[src/rtl/mc_cpu_core.sv]
// Multi-cycle MIPS-subset core with a shared ready-handshake memory port and per-channel debug register reads.
// Optional build macro MC_CPU_PERF_CNT_EN adds the cycle_cnt / instr_cnt performance counter ports.
module mc_cpu_core #(
    parameter logic [31:0] RESET_PC     = 32'h0000_0000,
    parameter int          DBG_CH       = 4,
    parameter bit          ILLEGAL_HALT = 1'b1
) (
    input  logic                clk,
    input  logic                reset,
    output logic [31:0]         mem_addr,
    output logic                mem_re,
    output logic                mem_we,
    output logic [31:0]         mem_wdata,
    input  logic [31:0]         mem_rdata,
    input  logic                mem_ready,
    input  logic [5*DBG_CH-1:0] dbg_sel,
    output logic [32*DBG_CH-1:0] dbg_data,
    output logic [31:0]         pc_o,
    output logic                retire,
    output logic                halted,
`ifdef MC_CPU_PERF_CNT_EN
    output logic [31:0]         cycle_cnt,
    output logic [31:0]         instr_cnt,
`endif
    output logic [2:0]          core_state
);

    typedef enum logic [2:0] {
        FETCH  = 3'd0,
        DECODE = 3'd1,
        EXEC   = 3'd2,
        MEM    = 3'd3,
        WB     = 3'd4,
        HALT   = 3'd5
    } state_t;

    state_t      state;
    logic [31:0] pc, ir, a, b, alu_out, mdr;
    logic [31:0] regs [32];

    logic [5:0]  op, funct;
    logic [4:0]  rs, rt, rd, shamt;
    logic [15:0] imm;
    logic [25:0] imm26;
    logic [31:0] simm;

    assign op    = ir[31:26];
    assign rs    = ir[25:21];
    assign rt    = ir[20:16];
    assign rd    = ir[15:11];
    assign shamt = ir[10:6];
    assign funct = ir[5:0];
    assign imm   = ir[15:0];
    assign imm26 = ir[25:0];
    assign simm  = {{16{imm[15]}}, imm};

    logic is_rtype, r_ok, is_jr, is_j, is_jal, is_beq, is_lw, is_sw, is_addiu, is_lui, legal;

    always_comb begin
        is_rtype = (op == 6'h00);
        r_ok     = 1'b0;
        case (funct)
            6'h21, 6'h23, 6'h24, 6'h25, 6'h2A, 6'h00, 6'h08: r_ok = 1'b1;
            default: r_ok = 1'b0;
        endcase
        is_jr    = is_rtype && (funct == 6'h08);
        is_j     = (op == 6'h02);
        is_jal   = (op == 6'h03);
        is_beq   = (op == 6'h04);
        is_addiu = (op == 6'h09);
        is_lui   = (op == 6'h0F);
        is_lw    = (op == 6'h23);
        is_sw    = (op == 6'h2B);
        legal    = (is_rtype && r_ok) || is_j || is_jal || is_beq ||
                   is_addiu || is_lui || is_lw || is_sw;
    end

    logic [31:0] alu_y;

    always_comb begin
        alu_y = 32'd0;
        if (is_rtype) begin
            case (funct)
                6'h21:   alu_y = a + b;
                6'h23:   alu_y = a - b;
                6'h24:   alu_y = a & b;
                6'h25:   alu_y = a | b;
                6'h2A:   alu_y = {31'd0, $signed(a) < $signed(b)};
                6'h00:   alu_y = b << shamt;
                default: alu_y = 32'd0;
            endcase
        end else if (is_addiu || is_lw || is_sw) begin
            alu_y = a + simm;
        end else if (is_lui) begin
            alu_y = {imm, 16'd0};
        end
    end

    // Single register-file write port shared by jal (link in DECODE) and WB.
    logic        rf_we;
    logic [4:0]  rf_waddr;
    logic [31:0] rf_wdata;

    always_comb begin
        rf_we    = 1'b0;
        rf_waddr = 5'd0;
        rf_wdata = 32'd0;
        if (state == DECODE && legal && is_jal) begin
            rf_we    = 1'b1;
            rf_waddr = 5'd31;
            rf_wdata = pc;
        end else if (state == WB) begin
            rf_we    = 1'b1;
            rf_waddr = is_rtype ? rd : rt;
            rf_wdata = is_lw ? mdr : alu_out;
        end
    end

    always_ff @(posedge clk or posedge reset) begin
        if (reset) begin
            for (int i = 0; i < 32; i++) regs[i] <= 32'd0;
        end else if (rf_we && rf_waddr != 5'd0) begin
            regs[rf_waddr] <= rf_wdata;
        end
    end

    always_ff @(posedge clk or posedge reset) begin
        if (reset) begin
            state   <= FETCH;
            pc      <= RESET_PC;
            ir      <= 32'd0;
            a       <= 32'd0;
            b       <= 32'd0;
            alu_out <= 32'd0;
            mdr     <= 32'd0;
            halted  <= 1'b0;
        end else begin
            case (state)
                FETCH: begin
                    if (mem_ready) begin
                        ir    <= mem_rdata;
                        pc    <= pc + 32'd4;
                        state <= DECODE;
                    end
                end
                DECODE: begin
                    a       <= regs[rs];
                    b       <= regs[rt];
                    alu_out <= pc + (simm << 2);
                    if (!legal) begin
                        if (ILLEGAL_HALT) begin
                            halted <= 1'b1;
                            state  <= HALT;
                        end else begin
                            state  <= FETCH;
                        end
                    end else if (is_j || is_jal) begin
                        pc    <= {pc[31:28], imm26, 2'b00};
                        state <= FETCH;
                    end else if (is_jr) begin
                        pc    <= regs[rs];
                        state <= FETCH;
                    end else begin
                        state <= EXEC;
                    end
                end
                EXEC: begin
                    if (is_beq) begin
                        if (a == b) pc <= alu_out;
                        state <= FETCH;
                    end else begin
                        alu_out <= alu_y;
                        state   <= (is_lw || is_sw) ? MEM : WB;
                    end
                end
                MEM: begin
                    if (mem_ready) begin
                        if (is_lw) begin
                            mdr   <= mem_rdata;
                            state <= WB;
                        end else begin
                            state <= FETCH;
                        end
                    end
                end
                WB:      state <= FETCH;
                HALT:    state <= HALT;
                default: state <= FETCH;
            endcase
        end
    end

    // Requests are decoded from state so a zero-wait memory completes in the same cycle;
    // gating with reset drops an in-flight request the moment reset rises.
    assign mem_re    = !reset && (state == FETCH || (state == MEM && is_lw));
    assign mem_we    = !reset && (state == MEM && is_sw);
    assign mem_addr  = (state == MEM) ? alu_out : pc;
    assign mem_wdata = b;
    assign pc_o      = pc;
    assign core_state = state;

    always_comb begin
        retire = 1'b0;
        case (state)
            DECODE:  retire = legal ? (is_j || is_jal || is_jr) : !ILLEGAL_HALT;
            EXEC:    retire = is_beq;
            MEM:     retire = is_sw && mem_ready;
            WB:      retire = 1'b1;
            default: retire = 1'b0;
        endcase
    end

    for (genvar g = 0; g < DBG_CH; g++) begin : g_dbg
        assign dbg_data[32*g +: 32] = regs[dbg_sel[5*g +: 5]];
    end

`ifdef MC_CPU_PERF_CNT_EN
    always_ff @(posedge clk or posedge reset) begin
        if (reset) begin
            cycle_cnt <= 32'd0;
            instr_cnt <= 32'd0;
        end else begin
            if (state != HALT) cycle_cnt <= cycle_cnt + 32'd1;
            if (retire)        instr_cnt <= instr_cnt + 32'd1;
        end
    end
`endif

endmodule

[config.mk]
export PLATFORM = sky130hd
export DESIGN_NAME = mc_cpu_core
export DESIGN_NICKNAME = d
export VERILOG_FILES = /design/src/rtl/mc_cpu_core.sv
export SDC_FILE = /design/constraint.sdc
export NUM_CORES = 2
export LEC_CHECK = 0
export BUFFER_PORTS_ARGS = -buffer_cell sky130_fd_sc_hd__buf_2
export CAP_MARGIN = 10
export CORE_MARGIN = 1.5
export CORE_UTILIZATION = 45
export DETAILED_ROUTE_END_ITERATION = 8
export RECOVER_POWER = 25
export SLEW_MARGIN = 20
export SYNTH_ARGS = -nofsm -noshare
export SYNTH_HDL_FRONTEND = slang
export SYNTH_SLANG_ARGS = --single-unit
[constraint.sdc]
create_clock -name clk -period 93.8 [get_ports clk]
set_clock_uncertainty 0.2 [all_clocks]
set_input_delay 4.69 -clock clk [delete_from_list [all_inputs] [get_ports clk]]
set_output_delay 4.69 -clock clk [all_outputs]
set_load 0.005 [all_outputs]
Word level (Yosys, flattened, before mapping)
Index checks and enable logic that the tools add are counted.
{ "word_totals": {"regBits": 1220, "output_inout_bits": 231} }
{ "classes": {"add_sub_neg": 5, "order_cmp": 9, "n_eq_ne": 28, "shifts": 1, "n_mux": 55, "n_bitwise": 10, "reduce_logical": 39} }
{ "op_table": {"columns": ["operator", "n"], "rows": [
  ["$bwmux W1024", 1],
  ["$bmux W32 S5", 6],
  ["$mux W32", 27],
  ["$pmux W32 S6", 1],
  ["$demux W32 S5", 1],
  ["$add A32 B32 Y32", 3],
  ["$pmux W32 S3", 1],
  ["$pmux W32 S2", 1],
  ["$eq A6 B6 Y1 const B", 7],
  ["$ge A6 B6 Y1 const B", 7],
  ["$not A5 Y6", 7],
  ["$add A32 B3 Y32 const B", 1],
  ["$and A32 B32 Y32", 1],
  ["$eq A32 B32 Y1", 1],
  ["$lt A32 B32 Y1", 1],
  ["$or A32 B32 Y32", 1],
  ["$shl A32 B5 Y32", 1],
  ["$sub A32 B32 Y32", 1],
  ["$eq A6 B4 Y1 const B", 3],
  ["$mux W3", 6],
  ["$ne A2 B2 Y1 const B", 8],
  ["$mux W5", 3],
  ["$pmux W3 S5", 1],
  ["$logic_or A1 B1 Y1", 13],
  ["other kinds (23)", 44]
]} }

Longest topological paths before layout
{ "depth": {"depth_word": 20, "ltp_mapped": 14, "mapped_depth_nobuf": 13} }

Least setup slack after synthesis
OpenSTA, ideal clock, no wires.
{ "synth_timing": {"path_kind": "input-to-output", "startpoint": "input port dbg_sel[5]", "endpoint": "output port dbg_data[32]", "arrival_ps": 7104, "required_time_ps": 88910, "slack_ps": 81806, "cell_stages": 6, "path_buffers": 3, "cell_sequence": "clkbuf_1 -> clkbuf_1 -> buf_1 -> mux4_2 -> mux4_2 -> mux2_2"} }
{ "synth_via": {"elab_chain_cells": 4} }
{ "synth_rtl": {"columns": ["item", "line", "text"], "rows": [
  ["from (decl)", "16", "input logic [5*DBG_CH-1:0] dbg_sel,"],
  ["$not A5 Y6 (not written as such)", "214", "assign dbg_data[32*g +: 32] = regs[dbg_sel[5*g +: 5]];"],
  ["$bmux W32 S5", "214", null],
  ["$mux W32 (not written as such) (2 in series)", "214", null],
  ["to (decl)", "17", "output logic [32*DBG_CH-1:0] dbg_data,"]
]} }
Every way passes these cells. The select of a mux whose other input is x is not followed.

Worst setup path in the final report
{ "layout_timing": {"startpoint": "input port dbg_sel[15]", "endpoint": "output port dbg_data[112]"} }
Same word-level chain as after synthesis.

==> results.txt <==
The run finished, with violations left. The final reports fail on capacitance limit, slew limit. The required time reported for the critical path endpoint was 88,910 ps. In this run the mean area of a mapped cell was 12.0 um2. In the synthesized netlist the dominant register cell turns out to be dfrtp_1. The number of nets handed over by synthesis was 8,772. The internal portion of total power was 0.00181 W; the total standard cell area after synthesis was 0.103 mm2. H-tree depth: 4. Of all cell types, the one taking the most synthesized area is mux4_2. The average routed wire per standard cell is 36.5 um, and the die boundary width is 481 um. The tools report the sort of element at the end of the critical path as a primary output.

The tools report the clock root buffer as clkbuf_16. Along the worst path, the maximum fanout reaches 50. In the final layout, the share of cells above drive strength 1 is 35.0%. The proportion of synthesized flip-flops having asynchronous set or reset is 100%, and the total CTS buffers is 147.

During synthesis, Yosys emitted a total of 0 warnings. The logs give 82,100 for the via count of the first global-routing pass and 84,900 for the overall via count from detail_route. Among all cell types in the netlist, the one instantiated most often is mux4_2. The shortest clock period the worst path allows after layout was 14,380 ps; the maximum number of pins on one net before global-route repair was 161. VDD sags by at most 24.1 uV. The detailed-route wire length was 417,000 um; the clock transition at the registers of the reported paths was 60 ps. In this run the standard cell core region covers 0.227 mm2. In this run, flip-flops and latches consume 28.8% of the power. For this run, design rule violations remaining after detail routing come to 0.

At the worst endpoint, the arrival time is 9490 ps. The run gives 18.3% as the clock network power share. 286 I/O pins were placed.

For the relative slew slack, the log shows -515%. In this run, synthesis inferred 0 flip-flops with an integrated enable. For the static leakage, the log shows 43.5 nW.

The HPWL after detailed placement came out at 262,000 um. STA classifies the critical path startpoint as an input pin. The final number of hold-violating endpoints came out at 0.

Net switching is 46.2% of the power. The number of endpoints failing setup at the final stage is 0. The post-synthesis sequential element count works out to 1,220.

The fraction of synthesized cell area taken by the top area cell type works out to 42.6%. Gates resized during post-CTS repair numbered 0. The worst setup path is of the input pin to primary output kind. The first routing iteration left 15,000 violations.

The overall global routing resource usage is 36.0%, and the sum of internal, switching and leakage power is 0.00336 W. The count of buffers from port buffering is 285, and the global-route wire length before repair is 602,000 um. Synthesis handed over a netlist of 8,556 instances. Row generation in the floorplan step produced 175 rows.

The tools report the final weighted congestion in routability-driven placement as 1.01. Setup repair after global routing left no endpoint under its margin. Across all register-to-register paths, the minimum setup slack is 80,220 ps. From bottom edge to top edge, the die measures 481 um. The min-delay analysis places its worst path in the category register to register. After layout, the worst path uses 15.3% of the clock period. For this design, the CTS-stage hold fixing added 0 buffers.

For this design the total switching power over the nets is 0.00155 W. The pre-antenna-repair detailed-routing pass consisted of 8 iterations. The count of nets left with antenna violations once routing finished came out at 0. Once the clock tree was built, the setup fixing pass inserted 0 buffers. The layout overhead on the synthesized area is 8.43%. Per report_power, the combinational group accounts for 52.9% of the total.

Number of slew-limit violations in the final report: 1,852. Of the synthesized area, sequential elements account for 29.7%. For the pin with the worst max-slew slack, the measured transition is 9230 ps.

The accumulated negative setup slack is 0 ps, and the floorplan die area is 0.231 mm2. The power density over the cells works out to 30.2 mW/mm2. After the last flow step, the layout net total stands at 8,476. The CTS sink count came out at 1,220. For this run the aggregate overflow at the end of global routing stands at 0.

For the clock insertion delay at the later pin of the skew report, the log shows 880 ps. By area the synthesized netlist is led by mux4_2 (43%), dfrtp_1 (30%), a21oi_1 (4.2%), nor2_1 (3.1%), nand2_1 (2.9%). Timing would allow up to 69.5 MHz. After synthesis, the most frequently instantiated cells are mux4_2 (1,942), dfrtp_1 (1,220), a21oi_1 (859). The number of different library cells used by synthesis comes to 81. The initial utilization of the core area, before any placement, comes to 45.2%.

The tools report the count of max-cap constraint violations as 51. The mean number of vias per cell is 7.44, and the number of antenna violations at the first check in global routing is 35. TritonCTS built the clock tree. The clock tree buffer depth is 3, and the number of fill cells is 19,900.
[placed cells by master, fill, tap and decap left out, types with 111 or more instances in the layout]
cell,count
mux4_2,1942
dfrtp_1,1212
nor2_1,855
a21oi_1,828
nand2_1,791
o21ai_0,605
buf_2,263
mux2_2,193
buf_4,186
ha_1,157
clkbuf_16,147
inv_1,111
[final timing paths]
kind | end | from | cells after the start
max in group asynchronous | regs[270] | reset | 7
hold reg to reg | regs[999] | regs[999] | 0
setup / recovery | dbg_data[112] | dbg_sel[15] | 8
setup reg to reg | pc_o[11] | ir[21] | 8
min in group asynchronous | pc_o[31] | reset | 2
hold / removal | regs[999] | regs[999] | 0
[flip-flops by register name (all words and copies together) (netlist names)]
signal      cells
pc_o           32
ir             32
halted          1
mem_wdata      32
mdr            32
a              32
regs         1024
alu_out        32
core_state      3
[power groups by stage]
stage          Sequential (W)  Combinational (W)  Clock, W
2_1_floorplan        0.000818            0.00124         0
3_3_place_gp         0.000944            0.00170         0
3_5_place_dp         0.000958            0.00172         0
4_1_cts              0.000950            0.00173  0.000620
5_1_grt              0.000986            0.00187  0.000640
6_report             0.000969            0.00178  0.000613
[layout make-up]
cell class,instances,area [um2],share of cell area [%]
sequential,1220,30600,27.5
clock inverter,79,1090,0.979
clock buffer,190,4050,3.64
tap,3009,3760,3.38
inverter,114,429,0.386
antenna,15,37.5,0.0337
timing repair buffer,502,3130,2.81
multi-input combinational,6275,68200,61.3
[worst max-delay path: stages]
cell and delay [ps]:
buf_8 460, buf_4 780, buf_4 810, buf_4 830, mux4_2 620, mux4_2 500, mux2_2 410, buf_2 170
[kinds of logic after synthesis]
| kind of cell | count (synthesis) | share of synthesized area, % |
|---|---|---|
| compound gates | 1855 | 10.1 |
| xor+xnor | 75 | 0.640 |
| fa+ha+maj | 161 | 1.99 |
| buf+inv | 1061 | 3.97 |
| flops | 1220 | 29.7 |
| mux | 2239 | 45.8 |
| simple gates | 1945 | 7.83 |
[metrics by stage]
| stage | hold slack (ps) | util [%] | instance area (um2) | setup WS [ps] | std cells |
|---|---|---|---|---|---|
| after floorplan | 265 | - | 103000 | 54540 | 8556 |
| after global placement | 249 | 46.9 | 106000 | 79450 | 11100 |
| after detailed placement | 264 | 46.9 | 106000 | 79380 | 11100 |
| after CTS | 278 | 49.2 | 112000 | 79390 | 11400 |
| after global routing | 301 | 49.0 | 111000 | 79030 | 11400 |
| final | 280 | 49.0 | 111000 | 79420 | 11400 |
[layer usage]
| metal | share of wire (%) | vias up | track usage (%) |
|---|---|---|---|
| met5 | 0.036 | - | 0.559 |
| met4 | 6.5 | 24 | 19.4 |
| met3 | 15 | 1510 | 13.0 |
| met2 | 44 | 7208 | 52.2 |
| met1 | 35 | 43000 | 47.1 |
| li1 | - | 33200 | - |
No activity file was read; power rests on OpenSTA's default activity.
